===== src/rtl/ac_walk_ctrl_pkg.sv =====
// ---------------------------------------------------------------------------
// ac_walk_ctrl_pkg
// Shared constants and types for the Aho-Corasick table-walk controller:
// state/character/address widths, goto "no transition" marker, root state,
// RAM read latency and the walk FSM state encoding.
// ---------------------------------------------------------------------------
package ac_walk_ctrl_pkg;

    localparam int STATE_W = 8;
    localparam int CHAR_W  = 4;
    localparam int ADDR_W  = STATE_W + CHAR_W;

    localparam logic [STATE_W-1:0] FAIL_CODE = 8'hFF;
    localparam logic [STATE_W-1:0] ROOT      = 8'h00;

    // Cycles between a RAM read strobe and valid read data.
    localparam int RAM_LAT = 1;

    typedef enum logic [2:0] {
        IDLE,
        G_RD,
        G_CHK,
        F_RD,
        F_CHK
    } ac_walk_st_t;

endpackage


===== src/rtl/ac_walk_ctrl_if.sv =====
// ---------------------------------------------------------------------------
// ac_walk_ctrl_if
// Bundles the character handshake, goto/failure RAM read ports and the
// automaton state outputs of the walk controller.
//   master : the walk controller (consumes characters, issues RAM reads,
//            publishes state)
//   slave  : the environment (character source, RAMs, state consumer)
// ---------------------------------------------------------------------------
interface ac_walk_ctrl_if;
    import ac_walk_ctrl_pkg::*;

    logic                str_valid;
    logic                str_ready;
    logic [CHAR_W-1:0]   str_char;

    logic                goto_rd;
    logic [ADDR_W-1:0]   goto_addr;
    logic [STATE_W-1:0]  goto_data;

    logic                fail_rd;
    logic [ADDR_W-1:0]   fail_addr;
    logic [STATE_W-1:0]  fail_data;

    logic [STATE_W-1:0]  state;
    logic                state_valid;
    logic                busy;
    logic                err;

    modport master (
        input  str_valid, str_char, goto_data, fail_data,
        output str_ready, goto_rd, goto_addr, fail_rd, fail_addr,
               state, state_valid, busy, err
    );

    modport slave (
        output str_valid, str_char, goto_data, fail_data,
        input  str_ready, goto_rd, goto_addr, fail_rd, fail_addr,
               state, state_valid, busy, err
    );

endinterface


===== src/rtl/ac_walk_ctrl_hop_guard.sv =====
// ---------------------------------------------------------------------------
// ac_hop_guard
// Saturating 8-bit count of failure hops taken for the current character.
// Ports:
//   i_clk, i_rst_n : clock, asynchronous active-low reset
//   i_clr          : clear the count (new character or re-initialise)
//   i_inc          : one failure hop completed this cycle
//   o_limit_hit    : the count after this increment reaches MAX_HOPS
// ---------------------------------------------------------------------------
module ac_hop_guard #(
    parameter int unsigned MAX_HOPS = 255
) (
    input  logic i_clk,
    input  logic i_rst_n,
    input  logic i_clr,
    input  logic i_inc,
    output logic o_limit_hit
);

    // Limits above the counter range collapse onto the saturation value.
    localparam logic [7:0] LIMIT = (MAX_HOPS > 255) ? 8'hFF : 8'(MAX_HOPS);

    logic [7:0] r_hop_cnt;
    logic [7:0] w_hop_cnt_inc;

    assign w_hop_cnt_inc = (r_hop_cnt == 8'hFF) ? 8'hFF : r_hop_cnt + 8'd1;
    // Evaluated on the post-increment value so the hop that reaches the
    // limit is the one that terminates the walk.
    assign o_limit_hit   = i_inc && (w_hop_cnt_inc >= LIMIT);

    always_ff @(posedge i_clk or negedge i_rst_n) begin
        if (!i_rst_n) begin
            r_hop_cnt <= 8'd0;
        end else if (i_clr) begin
            r_hop_cnt <= 8'd0;
        end else if (i_inc) begin
            r_hop_cnt <= w_hop_cnt_inc;
        end
    end

endmodule


===== src/rtl/ac_walk_ctrl.sv =====
// ---------------------------------------------------------------------------
// ac_walk_ctrl
// Aho-Corasick table-walk sequencer. Per accepted character it reads the goto
// RAM at {state, char}; on a miss away from the root it follows the failure
// RAM and retries until a goto hit, the root, or the hop guard fires.
// Ports:
//   i_clk        : clock, all logic on the rising edge
//   i_rst_n      : asynchronous active-low reset
//   i_initialize : synchronous return to root, aborts any walk
//   bus          : character handshake, RAM read ports, state outputs
// ---------------------------------------------------------------------------
module ac_walk_ctrl
    import ac_walk_ctrl_pkg::*;
#(
    parameter int unsigned MAX_HOPS = 255
) (
    input  logic           i_clk,
    input  logic           i_rst_n,
    input  logic           i_initialize,
    ac_walk_ctrl_if.master bus
);

    localparam logic [1:0] LAT_LAST = 2'(RAM_LAT - 1);

    ac_walk_st_t          r_st, w_st_next;
    logic [STATE_W-1:0]   r_cur, w_cur_next;
    logic [CHAR_W-1:0]    r_char, w_char_next;
    logic [1:0]           r_lat, w_lat_next;
    logic                 r_goto_rd, w_goto_rd_next;
    logic [ADDR_W-1:0]    r_goto_addr, w_goto_addr_next;
    logic                 r_fail_rd, w_fail_rd_next;
    logic [ADDR_W-1:0]    r_fail_addr, w_fail_addr_next;
    logic                 r_state_valid, w_state_valid_next;
    logic                 r_err, w_err_next;
    logic                 w_hop_clr, w_hop_inc, w_hop_limit;

    ac_hop_guard #(.MAX_HOPS(MAX_HOPS)) u_hop_guard (
        .i_clk       (i_clk),
        .i_rst_n     (i_rst_n),
        .i_clr       (w_hop_clr),
        .i_inc       (w_hop_inc),
        .o_limit_hit (w_hop_limit)
    );

    always_ff @(posedge i_clk or negedge i_rst_n) begin
        if (!i_rst_n) begin
            r_st          <= IDLE;
            r_cur         <= ROOT;
            r_char        <= '0;
            r_lat         <= '0;
            r_goto_rd     <= 1'b0;
            r_goto_addr   <= '0;
            r_fail_rd     <= 1'b0;
            r_fail_addr   <= '0;
            r_state_valid <= 1'b0;
            r_err         <= 1'b0;
        end else begin
            r_st          <= w_st_next;
            r_cur         <= w_cur_next;
            r_char        <= w_char_next;
            r_lat         <= w_lat_next;
            r_goto_rd     <= w_goto_rd_next;
            r_goto_addr   <= w_goto_addr_next;
            r_fail_rd     <= w_fail_rd_next;
            r_fail_addr   <= w_fail_addr_next;
            r_state_valid <= w_state_valid_next;
            r_err         <= w_err_next;
        end
    end

    always_comb begin
        w_st_next          = r_st;
        w_cur_next         = r_cur;
        w_char_next        = r_char;
        w_lat_next         = '0;
        w_state_valid_next = 1'b0;
        w_err_next         = 1'b0;
        w_hop_clr          = 1'b0;
        w_hop_inc          = 1'b0;

        if (i_initialize) begin
            w_st_next  = IDLE;
            w_cur_next = ROOT;
            w_hop_clr  = 1'b1;
        end else begin
            case (r_st)
                IDLE: begin
                    // str_ready is exactly "IDLE and not initialising".
                    if (bus.str_valid) begin
                        w_char_next = bus.str_char;
                        w_hop_clr   = 1'b1;
                        w_st_next   = G_RD;
                    end
                end
                G_RD: begin
                    // Hold in the read stage until RAM data is due.
                    if (r_lat == LAT_LAST) w_st_next  = G_CHK;
                    else                   w_lat_next = r_lat + 2'd1;
                end
                G_CHK: begin
                    if (bus.goto_data != FAIL_CODE) begin
                        w_cur_next         = bus.goto_data;
                        w_state_valid_next = 1'b1;
                        w_st_next          = IDLE;
                    end else if (r_cur == ROOT) begin
                        // Root self-loop: no failure lookup needed.
                        w_cur_next         = ROOT;
                        w_state_valid_next = 1'b1;
                        w_st_next          = IDLE;
                    end else begin
                        w_st_next = F_RD;
                    end
                end
                F_RD: begin
                    if (r_lat == LAT_LAST) w_st_next  = F_CHK;
                    else                   w_lat_next = r_lat + 2'd1;
                end
                F_CHK: begin
                    w_hop_inc = 1'b1;
                    if (w_hop_limit) begin
                        w_cur_next         = ROOT;
                        w_state_valid_next = 1'b1;
                        w_err_next         = 1'b1;
                        w_st_next          = IDLE;
                    end else begin
                        w_cur_next = (bus.fail_data == FAIL_CODE) ? ROOT : bus.fail_data;
                        w_st_next  = G_RD;
                    end
                end
                default: w_st_next = IDLE;
            endcase
        end

        // Strobes fire only on entry to a read stage, so each is a single
        // pulse; addresses use the post-transition state so a retry after a
        // failure hop reads the goto RAM for the new state.
        w_goto_rd_next   = (w_st_next == G_RD) && (r_st != G_RD);
        w_fail_rd_next   = (w_st_next == F_RD) && (r_st != F_RD);
        w_goto_addr_next = w_goto_rd_next ? {w_cur_next, w_char_next} : r_goto_addr;
        w_fail_addr_next = w_fail_rd_next ? {{(ADDR_W-STATE_W){1'b0}}, w_cur_next}
                                          : r_fail_addr;
    end

    assign bus.str_ready   = (r_st == IDLE) && !i_initialize;
    assign bus.goto_rd     = r_goto_rd;
    assign bus.goto_addr   = r_goto_addr;
    assign bus.fail_rd     = r_fail_rd;
    assign bus.fail_addr   = r_fail_addr;
    assign bus.state       = r_cur;
    assign bus.state_valid = r_state_valid;
    assign bus.busy        = (r_st != IDLE);
    assign bus.err         = r_err;

endmodule

===== src/flat_wrapper.sv =====
// flat-port wrapper written by rule: the top's interface ports become plain ports
module ac_walk_ctrl_flat import ac_walk_ctrl_pkg::*;
#(
    parameter int unsigned MAX_HOPS = 255
)
  (i_clk, i_rst_n, i_initialize, bus_str_valid, bus_str_char, bus_goto_data, bus_fail_data, bus_str_ready, bus_goto_rd, bus_goto_addr, bus_fail_rd, bus_fail_addr, bus_state, bus_state_valid, bus_busy, bus_err);
  ac_walk_ctrl_if bus_i ();
  input  logic i_clk;
  input  logic i_rst_n;
  input  logic i_initialize;
  input wire logic [$bits(bus_i.str_valid)-1:0] bus_str_valid;
  input wire logic [$bits(bus_i.str_char)-1:0] bus_str_char;
  input wire logic [$bits(bus_i.goto_data)-1:0] bus_goto_data;
  input wire logic [$bits(bus_i.fail_data)-1:0] bus_fail_data;
  output wire logic [$bits(bus_i.str_ready)-1:0] bus_str_ready;
  output wire logic [$bits(bus_i.goto_rd)-1:0] bus_goto_rd;
  output wire logic [$bits(bus_i.goto_addr)-1:0] bus_goto_addr;
  output wire logic [$bits(bus_i.fail_rd)-1:0] bus_fail_rd;
  output wire logic [$bits(bus_i.fail_addr)-1:0] bus_fail_addr;
  output wire logic [$bits(bus_i.state)-1:0] bus_state;
  output wire logic [$bits(bus_i.state_valid)-1:0] bus_state_valid;
  output wire logic [$bits(bus_i.busy)-1:0] bus_busy;
  output wire logic [$bits(bus_i.err)-1:0] bus_err;
  assign bus_i.str_valid = bus_str_valid;
  assign bus_i.str_char = bus_str_char;
  assign bus_i.goto_data = bus_goto_data;
  assign bus_i.fail_data = bus_fail_data;
  assign bus_str_ready = bus_i.str_ready;
  assign bus_goto_rd = bus_i.goto_rd;
  assign bus_goto_addr = bus_i.goto_addr;
  assign bus_fail_rd = bus_i.fail_rd;
  assign bus_fail_addr = bus_i.fail_addr;
  assign bus_state = bus_i.state;
  assign bus_state_valid = bus_i.state_valid;
  assign bus_busy = bus_i.busy;
  assign bus_err = bus_i.err;
  ac_walk_ctrl #(.MAX_HOPS(MAX_HOPS)) u_core (.i_clk(i_clk), .i_rst_n(i_rst_n), .i_initialize(i_initialize), .bus(bus_i));
endmodule

===== config.mk =====
export PLATFORM = sky130hd
export DESIGN_NAME = ac_walk_ctrl_flat
export DESIGN_NICKNAME = d
export VERILOG_FILES = /design/src/rtl/ac_walk_ctrl_pkg.sv /design/src/rtl/ac_walk_ctrl_if.sv /design/src/rtl/ac_walk_ctrl_hop_guard.sv /design/src/rtl/ac_walk_ctrl.sv /design/src/flat_wrapper.sv
export SDC_FILE = /design/constraint.sdc
export NUM_CORES = 1
export LEC_CHECK = 0
export CAP_MARGIN = 20
export CORE_UTILIZATION = 50
export DETAILED_ROUTE_END_ITERATION = 16
export GPL_TIMING_DRIVEN = 0
export PLACE_DENSITY_LB_ADDON = 0.05
export SLEW_MARGIN = 20
export SYNTH_ARGS = -nofsm -noshare
export SYNTH_HDL_FRONTEND = slang
export SYNTH_HIERARCHICAL = 1
export SYNTH_SLANG_ARGS = --single-unit
export TNS_END_PERCENT = 50

===== constraint.sdc =====
create_clock -name i_clk -period 3.71 [get_ports i_clk]
set_input_delay 0.371 -clock i_clk [delete_from_list [all_inputs] [get_ports i_clk]]
set_output_delay 0.371 -clock i_clk [all_outputs]
set_load 0.005 [all_outputs]

==> results by group, run 1 <==
Outcome
  – Outcome: completed

Die
  – Y dimension of the die: 75.0 um
  – CORE AREA: 5110 um^2
  – Effective utilization at floorplan: 52.2%
  – Core Rows: 26
  – Width of the die: 75.0 um
  – Die area: ~5600 um^2
  – Number of top-level pins: 62

Synthesis
  – Number of distinct library cells after synthesis: 60
  – Proportion of synthesized chip area in sequential cells: 46.0%
  – Share of the synthesized netlist area taken by xor and xnor gates: 0.657%
  – Synth Cell Area: approximately 2700 um^2
  – Area share of and/or/nand/nor cells after synthesis: 19.0%
  – Register bit count reported by yosys: 49
  – Proportion of register bits with asynchronous set or reset after synthesis: 100%
  – Portion of netlist area occupied by mux cells: about 11%
  – Synthesized instance count: 244
  – Adder-cell share of the synthesized area: 1.41%
  – Warnings, synthesis: 6
  – Number of synthesized flops with an enable pin: 0
  – Average cell area after synthesis: 10.9 um^2
  – Top_reg_cell synth: sky130_fd_sc_hd__dfrtp_1
  – Combinational family with the most area after synthesis: simple AND/OR/NAND/NOR gates
  – Compound-cell area share of the yosys netlist: 13.4%

Detailed routing
  – Vias after detailed routing: 2,061
  – Number of optimization iterations in the first detailed-route pass: 4
  – Detailed-route wire length per cell: 15.5 um
  – Count of nets left with antenna violations after detail routing: 0
  – # DRC: 0
  – Aggregate routed wire length: 5920 um
  – Detailed Route Iter0 Violations: 103
  – Post-detailed-route via-to-cell ratio: 5.38

CTS
  – Root cell of the clock tree: sky130_fd_sc_hd__clkbuf_8
  – # hold bufs at CTS: 0
  – Clk Latency, worst-skew pair: 300 ps
  – H-tree depth: 2
  – Number of post-CTS setup repair buffers: 0
  – Clock tree from TritonCTS: done
  – Maximum root-to-sink buffer count: 2
  – Clock edge transition at the registers on the reported setup and hold paths: ~90 ps
  – Number of cells upsized or downsized after cts: 0
  – Clock Sinks: 49
  – Number of buffers created by CTS: 5

Setup path
  – Setup slack on the worst flop-to-flop path: 520 ps
  – Type of the worst setup path: in2reg
  – Crit path buf inv count: 4
  – Delay-heaviest family, CP: buffers and inverters
  – Critical Path Sink Type: register
  – Beginning of the worst register-to-register path: u_core/r_st[0]$_DFF_PN0_
  – Peak per-stage delay on the critical path: 610 ps
  – Worst Path Max Fanout: 10
  – Crit path from: i_initialize
  – Reg2Reg Depth: 11
  – Crit-path cells: clkdlybuf4s50_1 -> clkbuf_1 -> nor3_1 -> o2111ai_1 -> nor4bb_1 -> inv_1 -> mux2i_1 -> o22a_4 -> a2111oi_4 -> buf_6 -> mux2_4
  – Arrival time at the worst endpoint: 3640 ps
  – Critical-path top delay cell: sky130_fd_sc_hd__clkdlybuf4s50_1
  – Number of cells on the critical path: 11
  – Required time at the endpoint of the critical path: 3910 ps
  – Critical Path Start Type: primary input

Layout
  – Area growth from synthesis to layout: 29.9%
  – Proportion of layout cells with a drive suffix above 1: approximately 15%
  – Total number of nets in the final design: 339
  – Commonest non-fill, non-tap cell in the layout: sky130_fd_sc_hd__clkdlybuf4s50_1
  – Final core occ: 67.8%
  – Number of diodes: 0
  – Post-Layout Inst Area: 3460 um^2
  – Commonest non-fill, non-tap cells in the layout: sky130_fd_sc_hd__clkdlybuf4s50_1, sky130_fd_sc_hd__dfrtp_1, sky130_fd_sc_hd__inv_1

Global routing
  – Global-route wire length before repair: 9570 um
  – Total congestion overflow: 0
  – Number of antenna violations at the first check in global routing: 0
  – GR Util All Layers: 23.2%
  – Pin count of the biggest net entering global routing: 30
  – Number of global-route vias before repair: 1,953

Placement
  – Sum of net half-perimeters after detailed placement: 4380 um
  – Routability-driven placement congestion ratio: 0.890
  – Number of I/O port buffers: 57
  – Worst slack at placement: -1.76 ps
  – Area post-placement: 3350 um^2

Power
  – Power, Total: 1.22 mW
  – Static leakage power: 1.58 nW
  – Pwr dens: approximately 350 nW/um^2
  – Largest voltage drop on the vdd net: between 200 and 300 uV

Timing
  – Crit path setup slack, layout: 273 ps
  – Count of final max-slew check failures: 0
  – Relative slew margins: 55.6%
  – Crit share post-route: 92.7%
  – Fin. Hold Viols: 0
  – Actual transition at the worst max-transition pin: 664 ps
  – Unrepaired setup endpoints after global routing: false
  – Clk_skew: 9.13 ps
  – Total of endpoints with negative setup slack in the final report: 0
  – Highest clock rate: 291 MHz
  – Clock period minus worst slack: ~3400 ps
  – Worst slack on hold paths: between 30 and 40 ps

Min path
  – Hold WC Path Type: in2async

Job
  – Maximum Capacitance Violations: 0
==> report_power, final <==
part / internal [mW] / switching (mW)
logic: 0.145 / 0.0931
registers: 0.577 / 0.0231
clock network: 0.202 / 0.182
==> Yosys cell counts, types with 5 or more instances <==
library cell / count / area (um^2)
sky130_fd_sc_hd__a211oi_1: 9 / 67.6
sky130_fd_sc_hd__a2bb2oi_1: 7 / 61.3
sky130_fd_sc_hd__buf_4: 5 / 37.5
sky130_fd_sc_hd__buf_6: 5 / 56.3
sky130_fd_sc_hd__dfrtp_1: 49 / 1230
sky130_fd_sc_hd__inv_1: 29 / 109
sky130_fd_sc_hd__mux2_2: 7 / 78.8
sky130_fd_sc_hd__mux2i_1: 17 / 170
sky130_fd_sc_hd__nand2_1: 5 / 18.8
sky130_fd_sc_hd__nand3_1: 5 / 25.0
sky130_fd_sc_hd__nor2_1: 13 / 48.8
sky130_fd_sc_hd__nor3_1: 10 / 50.1
sky130_fd_sc_hd__or3_1: 7 / 43.8
==> metal layers <==
metal | vias to the layer above | routed length, um | track usage (%)
met4 | 0 | 78 | 7.76
met5 | - | 0 | 0
met1 | 1005 | 2650 | 31.7
met2 | 47 | 2800 | 35.6
li1 | 1000 | - | -
met3 | 9 | 388 | 6.83
==> final timing paths <==
kind / endpoint
max in group asynchronous: u_core/bus.state[2]$_DFF_PN0_
hold / removal: u_core/u_hop_guard/r_hop_cnt[1]$_DFFE_PN0P_
setup / recovery: u_core/bus.goto_addr[2]$_DFFE_PN0P_
min in group i_clk: u_core/r_char[1]$_DFF_PN0_
setup reg to reg: u_core/bus.goto_addr[2]$_DFFE_PN0P_
hold reg to reg: u_core/r_char[1]$_DFF_PN0_
==> logic make-up after synthesis <==
group,Yosys count
AOI/OAI and AO/OA,42
xor gates and xnor gates,2
adders and majority gates,3
buffers and inverters,44
DFF,49
muxes,27
other,1
and+or+nand+nor,76
==> flip-flops by register name (all words and copies together), names as in the netlist <==
register                      cells
u_core/bus.err                    1
u_core/bus.fail_addr              8
u_core/bus.fail_rd                1
u_core/bus.goto_addr             12
u_core/bus.goto_rd                1
u_core/bus.state                  8
u_core/bus.state_valid            1
u_core/r_char                     4
u_core/r_lat                      2
u_core/r_st                       3
u_core/u_hop_guard/r_hop_cnt      8
==> final cells by class <==
class	count	area (um^2)
Tap cell	70	87.6
Timing Repair Buffer	58	586
Clock buffer	5	68.8
Clock inverter	3	43.8
Buffer	15	114
Inverter	29	109
Sequential cell	49	1230
Fill cell	442	1650
Multi-Input combinational cell	154	1230
==> metrics by stage <==
step,TNS (ps),cells
CTS,0,383
global placement,-51.2,374
finish,0,383
global route,0,383
floorplan,0,247
detailed placement,-1.91,375
No activity file was read; power rests on OpenSTA's default activity.
==> run 2: changes to the inputs <==
--- a/config.mk
+++ b/config.mk
@@ -9,7 +9,10 @@
 export CORE_UTILIZATION = 50
 export DETAILED_ROUTE_END_ITERATION = 16
 export GPL_TIMING_DRIVEN = 0
+export HOLD_SLACK_MARGIN = 0.06
+export MAX_ROUTING_LAYER = met4
 export PLACE_DENSITY_LB_ADDON = 0.05
+export SKIP_LAST_GASP = 1
 export SLEW_MARGIN = 20
 export SYNTH_ARGS = -nofsm -noshare
 export SYNTH_HDL_FRONTEND = slang
==> run 2 against run 1 <==
Hold slack better by 470 ps. Global-route usage is 0.078 points higher. Critical endpoint is now u_core/bus.goto_addr[3]$_DFFE_PN0P_. First-iteration DRC count is 15% lower. Design area is 0.47% lower. Register-to-register slack worse by 50 ps. Cell count is 0.26% higher.
==> results by group, run 2 (same netlist as run 1, synthesis figures left out) <==
Die
  – Number of top-level pins: 62 (unchanged)
  – Core Rows: 26 (unchanged)
  – Effective utilization at floorplan: 52.2% (unchanged)
  – Die area: 5630 um^2 (unchanged)
  – Width of the die: 75.0 um (unchanged)
  – Y dimension of the die: 75.0 um (unchanged)
  – CORE AREA: 5110 um^2 (unchanged)

Timing
  – Total of endpoints with negative setup slack in the final report: 0 (unchanged)
  – Clock period minus worst slack: 3490 ps (was 3440 ps)
  – Clk_skew: 9.55 ps (was 9.13 ps)
  – Actual transition at the worst max-transition pin: 659 ps (was 664 ps)
  – Highest clock rate: 287 MHz (was 291 MHz)
  – Worst slack on hold paths: 501 ps (was 31.4 ps)
  – Count of final max-slew check failures: 0 (unchanged)
  – Sum of negative setup slack: 0 ps (unchanged)
  – Fin. Hold Viols: 0 (unchanged)
  – Crit share post-route: 94.0% (was 92.7%)
  – Relative slew margins: 56.0% (was 55.6%)
  – Unrepaired setup endpoints after global routing: false (unchanged)

CTS
  – Number of buffers created by CTS: 5 (unchanged)
  – Clock edge transition at the registers on the reported setup and hold paths: 90 ps (about the same)
  – Maximum root-to-sink buffer count: 2 (unchanged)
  – Clock tree from TritonCTS: done (unchanged)
  – Number of post-CTS setup repair buffers: 0 (unchanged)
  – H-tree depth: 2 (unchanged)
  – Clock Sinks: 49 (unchanged)
  – Root cell of the clock tree: sky130_fd_sc_hd__clkbuf_8 (unchanged)
  – Clk Latency, worst-skew pair: 300 ps (about the same)

Power
  – Largest voltage drop on the vdd net: 290 uV (was 267 uV)
  – Power, Total: 1.15 mW (was 1.22 mW)
  – Switching part of the total: 25.2% (was 24.4%)
  – Portion of total power attributed to sequential cells: 52.4% (was 49.1%)
  – Comb power frac: 20.8% (was 19.4%)
  – Clock power frac: 26.9% (was 31.4%)
  – Static leakage power: 1.57 nW (was 1.58 nW)
  – Pwr dens: 333 nW/um^2 (was 353 nW/um^2)
  – Switching power: 289 uW (was 298 uW)
  – Internal power of the cells: 857 uW (was 924 uW)

Layout
  – Proportion of layout cells with a drive suffix above 1: 15.0% (was 15.3%)
  – Post-route non-filler standard cell count: 384 (was 383)
  – Number of diodes: 0 (unchanged)
  – Commonest non-fill, non-tap cell in the layout: sky130_fd_sc_hd__clkdlybuf4s50_1 (unchanged)
  – Final core occ: 67.5% (was 67.8%)
  – Area growth from synthesis to layout: 29.3% (was 29.9%)
  – Commonest non-fill, non-tap cells in the layout: sky130_fd_sc_hd__clkdlybuf4s50_1, sky130_fd_sc_hd__dfrtp_1, sky130_fd_sc_hd__inv_1 (unchanged)
  – Largest register FFs: 12 (unchanged)
  – Total number of nets in the final design: 340 (was 339)

Setup path
  – Crit path buf inv count: 4 (unchanged)
  – Beginning of the worst register-to-register path: u_core/r_st[0]$_DFF_PN0_ (unchanged)
  – Type of the worst setup path: in2reg (unchanged)
  – Critical Path Sink Type: register (unchanged)
  – Crit-path cells: clkdlybuf4s50_1 -> clkbuf_1 -> nor3_1 -> o2111ai_1 -> nor4bb_1 -> inv_1 -> mux2i_1 -> o22a_4 -> a2111oi_4 -> buf_6 -> mux2_4 (unchanged)
  – Worst Path Max Fanout: 10 (unchanged)
  – Delay-heaviest family, CP: buffers and inverters (unchanged)
  – Peak per-stage delay on the critical path: 620 ps (was 610 ps)
  – Required time at the endpoint of the critical path: 3890 ps (was 3910 ps)
  – Critical-path top delay cell: sky130_fd_sc_hd__clkdlybuf4s50_1 (unchanged)
  – Critical Path Start Type: primary input (unchanged)
  – Crit path from: i_initialize (unchanged)
  – Arrival time at the worst endpoint: 3670 ps (was 3640 ps)

Global routing
  – Number of antenna violations at the first check in global routing: 0 (unchanged)
  – Pin count of the biggest net entering global routing: 34 (was 30)
  – GR Util All Layers: 23.3% (was 23.2%)
  – Total congestion overflow: 0 (unchanged)
  – Number of global-route vias before repair: 1,951 (was 1,953)
  – Global-route wire length before repair: 9390 um (was 9570 um)

Placement
  – Number of I/O port buffers: 57 (unchanged)
  – Dpl cells: 375 (unchanged)
  – Sum of net half-perimeters after detailed placement: 4310 um (was 4380 um)
  – Routability-driven placement congestion ratio: 0.905 (was 0.890)

Detailed routing
  – Aggregate routed wire length: 5830 um (was 5920 um)
  – Detailed-route wire length per cell: 15.2 um (was 15.5 um)
  – Number of optimization iterations in the first detailed-route pass: 4 (unchanged)
  – Detailed Route Iter0 Violations: 88 (was 103)
  – Count of nets left with antenna violations after detail routing: 0 (unchanged)
  – Vias after detailed routing: 2,022 (was 2,061)
  – # DRC: 0 (unchanged)
  – Post-detailed-route via-to-cell ratio: 5.27 (was 5.38)

Min path
  – Hold WC Path Type: reg2reg (was in2async)
  – Launch instance of the worst min-delay path: u_core/r_char[0]$_DFF_PN0_

Job
  – Maximum Capacitance Violations: 0 (unchanged)

Outcome
  – Outcome: completed (unchanged)
[run 2: cell count changes in the layout (fill, tap and decap cells not counted), sizes merged]
cell / before / now
dlygate4sd3: 0 / 1
bufinv: 1 / 0
clkbuf: 9 / 10
[run 2: metrics by stage]
| stage | area (um^2) | setup slack, ps |
|---|---|---|
| finish | 3450 | 223 |
| global route | 3450 | 137 |
| CTS | 3450 | 294 |
| detailed placement | 3350 | -37.1 |
| global placement | 3330 | -30.7 |
| floorplan | 2680 | 1040 |
[run 2: power groups by stage]
stage / clock (mW) / combinational [mW] / sequential, mW
2_1_floorplan: 0 / 0.101 / 0.612
3_3_place_gp: 0 / 0.234 / 0.609
3_5_place_dp: 0 / 0.239 / 0.610
4_1_cts: 0.322 / 0.241 / 0.600
5_1_grt: 0.341 / 0.260 / 0.605
6_report: 0.308 / 0.238 / 0.600
[run 2: final timing paths]
check | depth (start not counted) | slack, ps | endpoint
setup / recovery | 11 | 220 | u_core/bus.goto_addr[3]$_DFFE_PN0P_
hold / removal | 1 | 500 | u_core/r_char[0]$_DFF_PN0_
setup reg to reg | 11 | 470 | u_core/bus.goto_addr[3]$_DFFE_PN0P_
hold reg to reg | 1 | 500 | u_core/r_char[0]$_DFF_PN0_
max in group asynchronous | 3 | 2650 | u_core/bus.fail_addr[3]$_DFFE_PN0P_
min in group asynchronous | 2 | 530 | u_core/u_hop_guard/r_hop_cnt[2]$_DFFE_PN0P_
[run 2: layout make-up]
type                            count  area [um^2]
Fill cell                         429         1660
Multi-Input combinational cell    154         1230
Sequential cell                    49         1230
Timing Repair Buffer               59          596
Buffer                             15          114
Inverter                           29          109
Tap cell                           70         87.6
Clock buffer                        6         72.6
Clock inverter                      2         13.8
[run 2: metal layers]
layer | wire length (um) | track usage (%) | up-vias
li1 | - | - | 1001
met1 | 2730 | 32.1 | 965
met2 | 2690 | 34.2 | 52
met3 | 365 | 6.29 | 4
met4 | 53 | 5.87 | 0
met5 | 0 | - | -
[run 2: repair_timing]
action,4_1_cts,5_1_grt
resized for setup,0,0
hold buffers,1,0
endpoints found under the hold margin,16,0
==> run 3: changes to the inputs <==
--- a/config.mk
+++ b/config.mk
@@ -6,6 +6,7 @@
 export NUM_CORES = 1
 export LEC_CHECK = 0
 export CAP_MARGIN = 20
+export CORE_MARGIN = 5
 export CORE_UTILIZATION = 50
 export DETAILED_ROUTE_END_ITERATION = 16
 export GPL_TIMING_DRIVEN = 0
==> run 3 against run 2 <==
Clock power grew 24%. First-iteration DRC count shrank 10%. Hold slack lost 430 ps. Register-to-register slack gained 60 ps. Clock skew is essentially flat. Critical path type unchanged.
==> results by group, run 3 (same netlist as run 1, synthesis figures left out) <==
Power
  – Largest voltage drop on the vdd net: 342 uV (was 290 uV)
  – Power, Total: 1.22 mW (was 1.15 mW)
  – Static leakage power: 1.57 nW (about the same)
  – Pwr dens: 354 nW/um^2 (was 333 nW/um^2)

CTS
  – Root cell of the clock tree: sky130_fd_sc_hd__clkbuf_8 (unchanged)
  – H-tree depth: 2 (unchanged)
  – Clock edge transition at the registers on the reported setup and hold paths: 90 ps (about the same)
  – Clock Sinks: 49 (unchanged)
  – Maximum root-to-sink buffer count: 2 (unchanged)
  – # hold bufs at CTS: 0 (was 1)
  – Clk Latency, worst-skew pair: 300 ps (about the same)
  – Number of cells upsized or downsized after cts: 0 (unchanged)
  – Number of post-CTS setup repair buffers: 0 (unchanged)
  – Number of buffers created by CTS: 5 (unchanged)
  – Clock tree from TritonCTS: done (unchanged)

Setup path
  – Reg2Reg Depth: 11 (unchanged)
  – Crit path buf inv count: 4 (unchanged)
  – Delay-heaviest family, CP: buffers and inverters (unchanged)
  – Peak per-stage delay on the critical path: 600 ps (was 620 ps)
  – Worst Path Max Fanout: 10 (unchanged)
  – Type of the worst setup path: in2reg (unchanged)
  – Critical Path Sink Type: register (unchanged)
  – Critical-path top delay cell: sky130_fd_sc_hd__clkdlybuf4s50_1 (unchanged)
  – Critical Path Start Type: primary input (unchanged)
  – Number of cells on the critical path: 11 (unchanged)
  – Arrival time at the worst endpoint: 3600 ps (was 3670 ps)
  – Crit-path cells: clkdlybuf4s50_1 -> clkbuf_1 -> nor3_1 -> o2111ai_1 -> nor4bb_1 -> inv_1 -> mux2i_1 -> o22a_4 -> a2111oi_4 -> buf_6 -> mux2_4 (unchanged)
  – Required time at the endpoint of the critical path: 3900 ps (was 3890 ps)

Global routing
  – Met2 Usage GRT: 27.4% (was 34.2%)
  – Total congestion overflow: 0 (unchanged)
  – Number of global-route vias before repair: 2,090 (was 1,951)
  – Layer carrying the most global-route usage: met1 (was met2)
  – Global-route wire length before repair: 10,700 um (was 9390 um)
  – Pin count of the biggest net entering global routing: 50 (was 34)
  – Number of antenna violations at the first check in global routing: 0 (unchanged)
  – Met3 track demand over resource in global routing: 3.76% (was 6.29%)
  – Met1 track utilization from global routing: 27.9% (was 32.1%)
  – GR Util All Layers: 19.2% (was 23.3%)

Timing
  – Clk_skew: 9.06 ps (was 9.55 ps)
  – Relative slew margins: 56.3% (was 56.0%)
  – Fin. Hold Viols: 0 (unchanged)
  – Highest clock rate: 294 MHz (was 287 MHz)
  – Total of endpoints with negative setup slack in the final report: 0 (unchanged)
  – Actual transition at the worst max-transition pin: 655 ps (was 659 ps)
  – Worst slack on hold paths: 73.8 ps (was 501 ps)
  – Clock period minus worst slack: 3400 ps (was 3490 ps)
  – Count of final max-slew check failures: 0 (unchanged)
  – Crit share post-route: 91.8% (was 94.0%)
  – Unrepaired setup endpoints after global routing: false (unchanged)
  – Sum of negative setup slack: 0 ps (unchanged)

Layout
  – Area growth from synthesis to layout: 29.2% (was 29.3%)
  – Largest register FFs: 12 (unchanged)
  – Commonest non-fill, non-tap cell in the layout: sky130_fd_sc_hd__clkdlybuf4s50_1 (unchanged)
  – Proportion of layout cells with a drive suffix above 1: 15.1% (was 15.0%)
  – Post-route non-filler standard cell count: 382 (was 384)
  – Area of combinational cells with multiple inputs: 1230 um^2 (unchanged)
  – Commonest non-fill, non-tap cells in the layout: sky130_fd_sc_hd__clkdlybuf4s50_1, sky130_fd_sc_hd__dfrtp_1, sky130_fd_sc_hd__inv_1 (unchanged)
  – Fillers: 441 (was 429)
  – Number of diodes: 0 (unchanged)
  – Total number of nets in the final design: 338 (was 340)
  – Sequential cell area in the final layout: 1230 um^2 (unchanged)

Job
  – Maximum Capacitance Violations: 0 (unchanged)

Detailed routing
  – Aggregate routed wire length: 5990 um (was 5830 um)
  – Count of nets left with antenna violations after detail routing: 0 (unchanged)
  – Number of optimization iterations in the first detailed-route pass: 4 (unchanged)
  – Detailed Route Iter0 Violations: 79 (was 88)
  – # DRC: 0 (unchanged)
  – Post-detailed-route via-to-cell ratio: 5.35 (was 5.27)
  – Vias after detailed routing: 2,042 (was 2,022)
  – Detailed-route wire length per cell: 15.7 um (was 15.2 um)

Placement
  – Number of I/O port buffers: 57 (unchanged)
  – Routability-driven placement congestion ratio: 0.882 (was 0.905)
  – Dpl cells: 374 (was 375)
  – Sum of net half-perimeters after detailed placement: 4420 um (was 4310 um)

Die
  – Effective utilization at floorplan: 51.9% (was 52.2%)
  – Die area: 6890 um^2 (was 5630 um^2)
  – CORE AREA: 5140 um^2 (was 5110 um^2)
  – Core Rows: 26 (unchanged)
  – Number of top-level pins: 62 (unchanged)
  – Width of the die: 83.0 um (was 75.0 um)
  – Y dimension of the die: 83.0 um (was 75.0 um)

Outcome
  – Outcome: completed (unchanged)

Min path
  – Hold WC Path Type: in2async (was reg2reg)
-- run 3: cell count changes in the layout (fill, tap and decap cells not counted), sizes merged --
cell	delta
dlygate4sd3	-1
clkbuf	-1
buf	-1
bufinv	+1
-- run 3: worst register-to-register path, delay by kind of cell, from the launching register on --
family / cells / cell delay, ps
simple gates: 2 / 1010
buf+inv: 4 / 700
mux: 2 / 510
compound gates: 3 / 450
flops: 1 / 410
-- run 3: where the power goes --
part           internal, mW  leakage (nW)  switching [mW]
Sequential            0.577         0.625          0.0227
Combinational         0.143         0.888          0.0931
Clock                 0.202        0.0585           0.181
-- run 3: area by class of cell --
cell class              instances  share of cell area, %
multi-input cells             154                   35.6
inverters                      29                   3.16
flip-flops and latches         49                   35.6
well taps                      70                   2.54
repair buffers                 57                   16.5
clock buffers                   5                   2.00
plain buffers                  15                   3.31
clock inverters                 3                   1.27
-- run 3: worst paths after layout --
check,startpoint,endpoint,slack [ps]
worst max-delay path,i_initialize,u_core/bus.goto_addr[3]$_DFFE_PN0P_,310
worst min-delay path,i_rst_n,u_core/u_hop_guard/r_hop_cnt[1]$_DFFE_PN0P_,70
worst max register to register,u_core/r_st[0]$_DFF_PN0_,u_core/bus.goto_addr[3]$_DFFE_PN0P_,530
worst min register to register,u_core/r_char[3]$_DFF_PN0_,u_core/r_char[3]$_DFF_PN0_,510
max in group asynchronous,i_rst_n,u_core/bus.fail_addr[1]$_DFFE_PN0P_,3210
min in group i_clk,u_core/r_char[3]$_DFF_PN0_,u_core/r_char[3]$_DFF_PN0_,510
-- run 3: layer usage --
metal,vias to the layer above,share of wire [%]
met4,0,0.65
met2,51,47
met5,-,0
met1,989,48
met3,4,4.4
li1,998,-
-- run 3: stage by stage --
| step | util (%) | worst slack (ps) | area, um^2 |
|---|---|---|---|
| after global placement | 64.9 | -40.5 | 3330 |
| after floorplan | - | 1040 | 2680 |
| after global routing | 67.0 | 102 | 3440 |
| final | 67.0 | 305 | 3440 |
| after detailed placement | 64.8 | 11.3 | 3330 |
| after CTS | 67.0 | 345 | 3440 |
